### src/rtl/axil_gpio_pkg.sv
// Shared definitions for axil_gpio_slave: register offsets (ADDR[3:2]),
// AXI response codes and the write/read FSM state types.
package axil_gpio_pkg;
   localparam logic [1:0] REG_OUT = 2'd0;
   localparam logic [1:0] REG_IN  = 2'd1;
   localparam logic [1:0] REG_SET = 2'd2;
   localparam logic [1:0] REG_CLR = 2'd3;

   localparam logic [1:0] RESP_OKAY   = 2'b00;
   localparam logic [1:0] RESP_SLVERR = 2'b10;

   typedef enum logic {W_IDLE, W_RESP} wr_state_t;
   typedef enum logic {R_IDLE, R_DATA} rd_state_t;
endpackage

### src/rtl/gpio_sync.sv
// Register chain for asynchronous GPIO pins; STAGES=1 is a plain sample
// register, STAGES>=2 a metastability synchronizer.
module gpio_sync #(
   parameter int WIDTH  = 32,
   parameter int STAGES = 2
) (
   input  logic             i_clk,
   input  logic             i_rst,
   input  logic [WIDTH-1:0] i_d,
   output logic [WIDTH-1:0] o_q
);
   logic [STAGES-1:0][WIDTH-1:0] r_stage;

   always_ff @(posedge i_clk or posedge i_rst) begin
      if (i_rst) begin
         r_stage <= '0;
      end else begin
         r_stage[0] <= i_d;
         for (int i = 1; i < STAGES; i++) r_stage[i] <= r_stage[i-1];
      end
   end

   assign o_q = r_stage[STAGES-1];
endmodule

### src/rtl/axil_gpio_slave.sv
// AXI4-Lite GPIO slave: OUT/IN/SET/CLR registers with independent AW/W capture.
// Define GPIO_INPUT_SYNC_EN for a 2-flop pin synchronizer (default: 1 sample flop).
module axil_gpio_slave
   import axil_gpio_pkg::*;
#(
   parameter int          C_S_AXI_DATA_WIDTH = 32,
   parameter int          C_S_AXI_ADDR_WIDTH = 9,
   parameter logic [31:0] C_GPIO_RESET       = 32'h0
) (
   input  logic                            S_AXI_ACLK,
   input  logic                            S_AXI_ARESET,
   input  logic [C_S_AXI_ADDR_WIDTH-1:0]   S_AXI_AWADDR,
   input  logic                            S_AXI_AWVALID,
   output logic                            S_AXI_AWREADY,
   input  logic [C_S_AXI_DATA_WIDTH-1:0]   S_AXI_WDATA,
   input  logic [C_S_AXI_DATA_WIDTH/8-1:0] S_AXI_WSTRB,
   input  logic                            S_AXI_WVALID,
   output logic                            S_AXI_WREADY,
   output logic [1:0]                      S_AXI_BRESP,
   output logic                            S_AXI_BVALID,
   input  logic                            S_AXI_BREADY,
   input  logic [C_S_AXI_ADDR_WIDTH-1:0]   S_AXI_ARADDR,
   input  logic                            S_AXI_ARVALID,
   output logic                            S_AXI_ARREADY,
   output logic [C_S_AXI_DATA_WIDTH-1:0]   S_AXI_RDATA,
   output logic [1:0]                      S_AXI_RRESP,
   output logic                            S_AXI_RVALID,
   input  logic                            S_AXI_RREADY,
   output logic [C_S_AXI_DATA_WIDTH-1:0]   gpio_io_o,
   input  logic [C_S_AXI_DATA_WIDTH-1:0]   gpio_io_i
);
   localparam int AW = C_S_AXI_ADDR_WIDTH;
   localparam int DW = C_S_AXI_DATA_WIDTH;
`ifdef GPIO_INPUT_SYNC_EN
   localparam int SYNC_STAGES = 2;
`else
   localparam int SYNC_STAGES = 1;
`endif

   wr_state_t         r_wstate;
   rd_state_t         r_rstate;
   logic              r_awready, r_wready, r_bvalid, r_aw_held, r_w_held;
   logic [1:0]        r_bresp, r_rresp;
   logic [AW-3:0]     r_aw_word, r_ar_word;
   logic [DW-1:0]     r_wdata, r_rdata, r_out;
   logic [DW/8-1:0]   r_wstrb;
   logic              r_arready, r_rvalid;
   logic [DW-1:0]     w_in, w_mask, w_bits, w_rd_data;
   logic              w_aw_unmapped, w_ar_unmapped;
   logic              w_unused;

   // Byte lanes within a word are don't-care for the register decode.
   assign w_unused = ^{S_AXI_AWADDR[1:0], S_AXI_ARADDR[1:0]};

   gpio_sync #(.WIDTH(DW), .STAGES(SYNC_STAGES)) u_sync (
      .i_clk (S_AXI_ACLK),
      .i_rst (S_AXI_ARESET),
      .i_d   (gpio_io_i),
      .o_q   (w_in)
   );

   always_comb begin
      w_mask = '0;
      for (int i = 0; i < DW/8; i++) w_mask[i*8 +: 8] = {8{r_wstrb[i]}};
   end

   assign w_bits        = r_wdata & w_mask;
   assign w_aw_unmapped = (r_aw_word >> 2) != '0;
   assign w_ar_unmapped = (r_ar_word >> 2) != '0;

   always_comb begin
      w_rd_data = '0;
      case (r_ar_word[1:0])
         REG_OUT: w_rd_data = r_out;
         REG_IN:  w_rd_data = w_in;
         default: w_rd_data = '0;
      endcase
   end

   // Write path: address and data latch independently, commit one edge later.
   always_ff @(posedge S_AXI_ACLK or posedge S_AXI_ARESET) begin
      if (S_AXI_ARESET) begin
         r_wstate  <= W_IDLE;
         r_awready <= 1'b0;
         r_wready  <= 1'b0;
         r_aw_held <= 1'b0;
         r_w_held  <= 1'b0;
         r_aw_word <= '0;
         r_wdata   <= '0;
         r_wstrb   <= '0;
         r_bvalid  <= 1'b0;
         r_bresp   <= RESP_OKAY;
         r_out     <= C_GPIO_RESET[DW-1:0];
      end else begin
         case (r_wstate)
            W_IDLE: begin
               if (r_aw_held && r_w_held) begin
                  r_aw_held <= 1'b0;
                  r_w_held  <= 1'b0;
                  r_bvalid  <= 1'b1;
                  r_wstate  <= W_RESP;
                  if (w_aw_unmapped) begin
                     r_bresp <= RESP_SLVERR;
                  end else begin
                     r_bresp <= RESP_OKAY;
                     case (r_aw_word[1:0])
                        REG_OUT: r_out <= (r_out & ~w_mask) | w_bits;
                        REG_SET: r_out <= r_out | w_bits;
                        REG_CLR: r_out <= r_out & ~w_bits;
                        default: ;
                     endcase
                  end
               end else begin
                  if (r_awready && S_AXI_AWVALID) begin
                     r_aw_word <= S_AXI_AWADDR[AW-1:2];
                     r_aw_held <= 1'b1;
                     r_awready <= 1'b0;
                  end else if (!r_aw_held) begin
                     r_awready <= 1'b1;
                  end
                  if (r_wready && S_AXI_WVALID) begin
                     r_wdata  <= S_AXI_WDATA;
                     r_wstrb  <= S_AXI_WSTRB;
                     r_w_held <= 1'b1;
                     r_wready <= 1'b0;
                  end else if (!r_w_held) begin
                     r_wready <= 1'b1;
                  end
               end
            end
            W_RESP: begin
               if (S_AXI_BREADY) begin
                  r_bvalid  <= 1'b0;
                  r_awready <= 1'b1;
                  r_wready  <= 1'b1;
                  r_wstate  <= W_IDLE;
               end
            end
            default: r_wstate <= W_IDLE;
         endcase
      end
   end

   always_ff @(posedge S_AXI_ACLK or posedge S_AXI_ARESET) begin
      if (S_AXI_ARESET) begin
         r_rstate  <= R_IDLE;
         r_arready <= 1'b0;
         r_ar_word <= '0;
         r_rvalid  <= 1'b0;
         r_rresp   <= RESP_OKAY;
         r_rdata   <= '0;
      end else begin
         case (r_rstate)
            R_IDLE: begin
               if (r_arready && S_AXI_ARVALID) begin
                  r_ar_word <= S_AXI_ARADDR[AW-1:2];
                  r_arready <= 1'b0;
                  r_rstate  <= R_DATA;
               end else begin
                  r_arready <= 1'b1;
               end
            end
            R_DATA: begin
               if (!r_rvalid) begin
                  r_rvalid <= 1'b1;
                  r_rresp  <= w_ar_unmapped ? RESP_SLVERR : RESP_OKAY;
                  r_rdata  <= w_ar_unmapped ? '0 : w_rd_data;
               end else if (S_AXI_RREADY) begin
                  r_rvalid  <= 1'b0;
                  r_arready <= 1'b1;
                  r_rstate  <= R_IDLE;
               end
            end
            default: r_rstate <= R_IDLE;
         endcase
      end
   end

   assign S_AXI_AWREADY = r_awready;
   assign S_AXI_WREADY  = r_wready;
   assign S_AXI_BVALID  = r_bvalid;
   assign S_AXI_BRESP   = r_bresp;
   assign S_AXI_ARREADY = r_arready;
   assign S_AXI_RVALID  = r_rvalid;
   assign S_AXI_RRESP   = r_rresp;
   assign S_AXI_RDATA   = r_rdata;
   assign gpio_io_o     = r_out;
endmodule

### config.mk
export PLATFORM = sky130hd
export DESIGN_NAME = axil_gpio_slave
export DESIGN_NICKNAME = d
export VERILOG_FILES = /design/src/rtl/axil_gpio_pkg.sv /design/src/rtl/gpio_sync.sv /design/src/rtl/axil_gpio_slave.sv
export SDC_FILE = /design/constraint.sdc
export NUM_CORES = 1
export LEC_CHECK = 0
export BUFFER_PORTS_ARGS = -buffer_cell sky130_fd_sc_hd__buf_2
export CAP_MARGIN = 20
export CORE_UTILIZATION = 35
export CTS_CLUSTER_SIZE = 20
export DETAILED_ROUTE_END_ITERATION = 6
export RECOVER_POWER = 100
export SKIP_LAST_GASP = 1
export SLEW_MARGIN = 20
export SYNTH_ARGS = -nofsm -noshare
export SYNTH_HDL_FRONTEND = slang
export SYNTH_SLANG_ARGS = --single-unit
export TNS_END_PERCENT = 1
### constraint.sdc
create_clock -name S_AXI_ACLK -period 4.75 [get_ports S_AXI_ACLK]
set_clock_uncertainty 0.1 [all_clocks]
set_input_delay 0.2375 -clock S_AXI_ACLK [delete_from_list [all_inputs] [get_ports S_AXI_ACLK]]
set_output_delay 0.2375 -clock S_AXI_ACLK [all_outputs]
set_load 0.03 [all_outputs]
==> reports/metrics.yaml <==
layout:
  mostFrequentLayoutCell: "dfrtp_1"
  most-common-layout-cells: "dfrtp_1, buf_2, dlygate4sd3_1, clkbuf_1, nand2_1"
  seq_area_mm2: 0.00393
  num-fill-cells: 1884
  nNetsFinal: 863
  final_cell_area_mm2: 0.00911
  multi_input_area_mm2: 0.00255
  drive_above_1_share_pct: 20.4
  stdcell_count: 1048
  areaGrowthSynthToFinish_pct: 28.8
  antenna_cells: 0
critical_path:
  critPathRequiredTime_ps: 4830
  cp_common_cell: "clkbuf_1"
  path_cells: "dlygate4sd3_1 > clkbuf_1 > inv_6 > clkbuf_1"
  critPathMaxFanout: 77
  cpPeakStageDelay_ps: 1360
  cp-start-kind: "input pin"
  critPathCaptureType: "asynchronous set/reset pin"
  r2r_slack_ps: 2020
  arrival_ps: 2810
  cpMaxStageDelayCell: "clkbuf_1"
  critical_path_class: "input pin to asynchronous set/reset pin"
placed_design:
  dpl.cell_count: 932
  dp_hpwl_um: 10500
  place_area_mm2: 0.00799
  place.gp.congestion: 0.742
  port_buffers: 159
sta:
  tightestPinTransition_ps: 1830
  slew_headroom_pct: -22.2
  post-route-min-period_ps: 2730
  setup_viol: 0
  setup-tns-final_ps: 0
  fmax_mhz: 366
  maxSlewViolCount: 106
  whs_ps: 54.2
  rsz0062_at_grt: "false"
  min_period_over_period_pct: 57.6
  finalHoldViolCount: 0
die:
  core-area_mm2: 0.0197
  dieArea_mm2: 0.0208
  ios: 166
  initial_utilization_pct: 36.0
  num_rows: 51
  chipWidth_um: 144
  die-height_um: 144
route:
  vias: 5046
  postRouteAntennaNets: 0
  routed_via_density: 4.81
  avgRoutedWirePerCell_um: 16.1
  drc_errors: 0
  wirelength_um: 16900
  drt_iter0_markers: 145
  dr.pass1.iters: 4
synthesis:
  synth.mux.area_fraction_pct: 19.2
  post_synth.cell_area_avg_um2: 13.1
  synth_seq_area_share_pct: 55.5
  ys_types: 37
  async_flop_share_pct: 100
  synth_edf_count: 0
  synth_xor_area_share_pct: 0
  synth_top_flop_cell: "dfrtp_1"
  synth_compound_area_share_pct: 10.8
  synth-seq-cells: 157
  syn_area_mm2: 0.00708
  syn_inst: 542
  ys_warn_count: 0
  synth_top_family_by_area: "multiplexers"
  synth_adder_area_share_pct: 0
  yosys.area_share.simple_pct: 8.75
clock_network:
  clock-sinks: 157
  clk_path_buf_depth: 2
  cts-root-buf: "clkbuf_16"
  htree_levels: 4
  cts_buffers: 17
  cts_tree: "done"
  clock_latency_ps: 420
  cts_resized: 0
  cts.clk_slew.worst_paths_ps: 60
  post_cts_buffers: 0
global_routing:
  grt_usage_pct: 16.9
  busiest_layer: "met2"
  antenna_found_initial: 0
  met1_usage_pct: 19.8
  grt_use_met2_pct: 29.4
  grt_max_degree: 78
  grt_overflow: 0
  grt_pass1_vias: 5219
  grt_use_met3_pct: 3.87
  grt_pass1_wl_um: 26400
min_path:
  hold_class: "input pin to register"
run:
  cap_viol_max_count: 3
run_status:
  status: "complete, but fails checks"
  violations: "capacitance limit, slew limit"
power_and_ir_drop:
  power_density_mw_per_mm2: 526
  leakage_uw: 0.00404
  vdd_ir_drop_max_uv: 306
==> final cells by class <==
| type | count | share of cell area [%] |
|---|---|---|
| Clock inverter | 10 | 1.51 |
| Clock buffer | 22 | 4.98 |
| Tap cell | 265 | 3.64 |
| Sequential cell | 157 | 43.2 |
| Multi-Input combinational cell | 312 | 28.0 |
| Timing Repair Buffer | 247 | 17.3 |
| Inverter | 35 | 1.50 |
==> worst max-delay path, delay by kind of cell <==
family	cells	cell delay (ps)
buffers and inverters	4	2520
==> cells by family after synthesis <==
| group | Yosys count |
|---|---|
| buf+inv | 74 |
| compound gates | 76 |
| simple gates | 120 |
| mux | 114 |
| other cells | 1 |
| flops | 157 |
==> layer usage <==
layer	share of wire, %	vias up	wire length, µm
met3	4.1	16	696
met2	51	126	8530
met5	0	-	0
li1	-	2361	-
met4	1.2	0	202
met1	44	2543	7450
==> synth_stat cells (all sizes together), types with 4 or more instances <==
library cell | number | area [µm²]
dfrtp | 157 | 3930
mux2 | 82 | 1040
nand2 | 72 | 270
inv | 35 | 131
nand3b | 34 | 259
mux2i | 32 | 320
o31ai | 32 | 390
o221ai | 30 | 263
buf | 24 | 194
clkbuf | 13 | 52.6
o21ai | 5 | 25.0
nor2 | 4 | 15.0
==> power by group <==
| group | leakage, µW | switching, µW | internal, µW |
|---|---|---|---|
| combinational | 0.00178 | 753 | 612 |
| sequential | 0.00197 | 384 | 1660 |
| clock | 0.000284 | 539 | 841 |
==> worst paths after layout <==
kind	startpoint	to	cells past startpoint
min in group asynchronous	S_AXI_ARESET	S_AXI_WREADY	3
hold / removal	S_AXI_RREADY	r_rstate	4
setup / recovery	S_AXI_ARESET	r_wdata[16]	4
setup reg to reg	r_wstate	r_wdata[18]	3
max in group S_AXI_ACLK	r_wstate	r_wdata[18]	3
hold reg to reg	S_AXI_RDATA[21]	S_AXI_RDATA[21]	2
==> state kept, by name, summed over array words and instances (netlist names), 4 cells and up <==
| signal | cells |
|---|---|
| S_AXI_RDATA | 32 |
| gpio_io_o | 32 |
| r_ar_word | 7 |
| r_aw_word | 7 |
| r_wdata | 32 |
| r_wstrb | 4 |
| u_sync.o_q | 32 |
==> metrics by stage <==
| step | setup WS [ps] | total power [µW] | utilization, % |
|---|---|---|---|
| final | 2020 | 4790 | 46.4 |
| after global routing | 1480 | 5070 | 46.4 |
| after CTS | 2290 | 4940 | 47.9 |
| after detailed placement | 2320 | 3490 | 40.6 |
| after global placement | 2400 | 3390 | 40.6 |
| after floorplan | 178 | 3140 | - |
==> what timing repair did <==
item / 4_1_cts / 5_1_grt
hold buffers: 84 / 0
hold endpoints to repair: 158 / 0
setup endpoints to repair: 0 / 0
(Power assumes the default switching activity.)
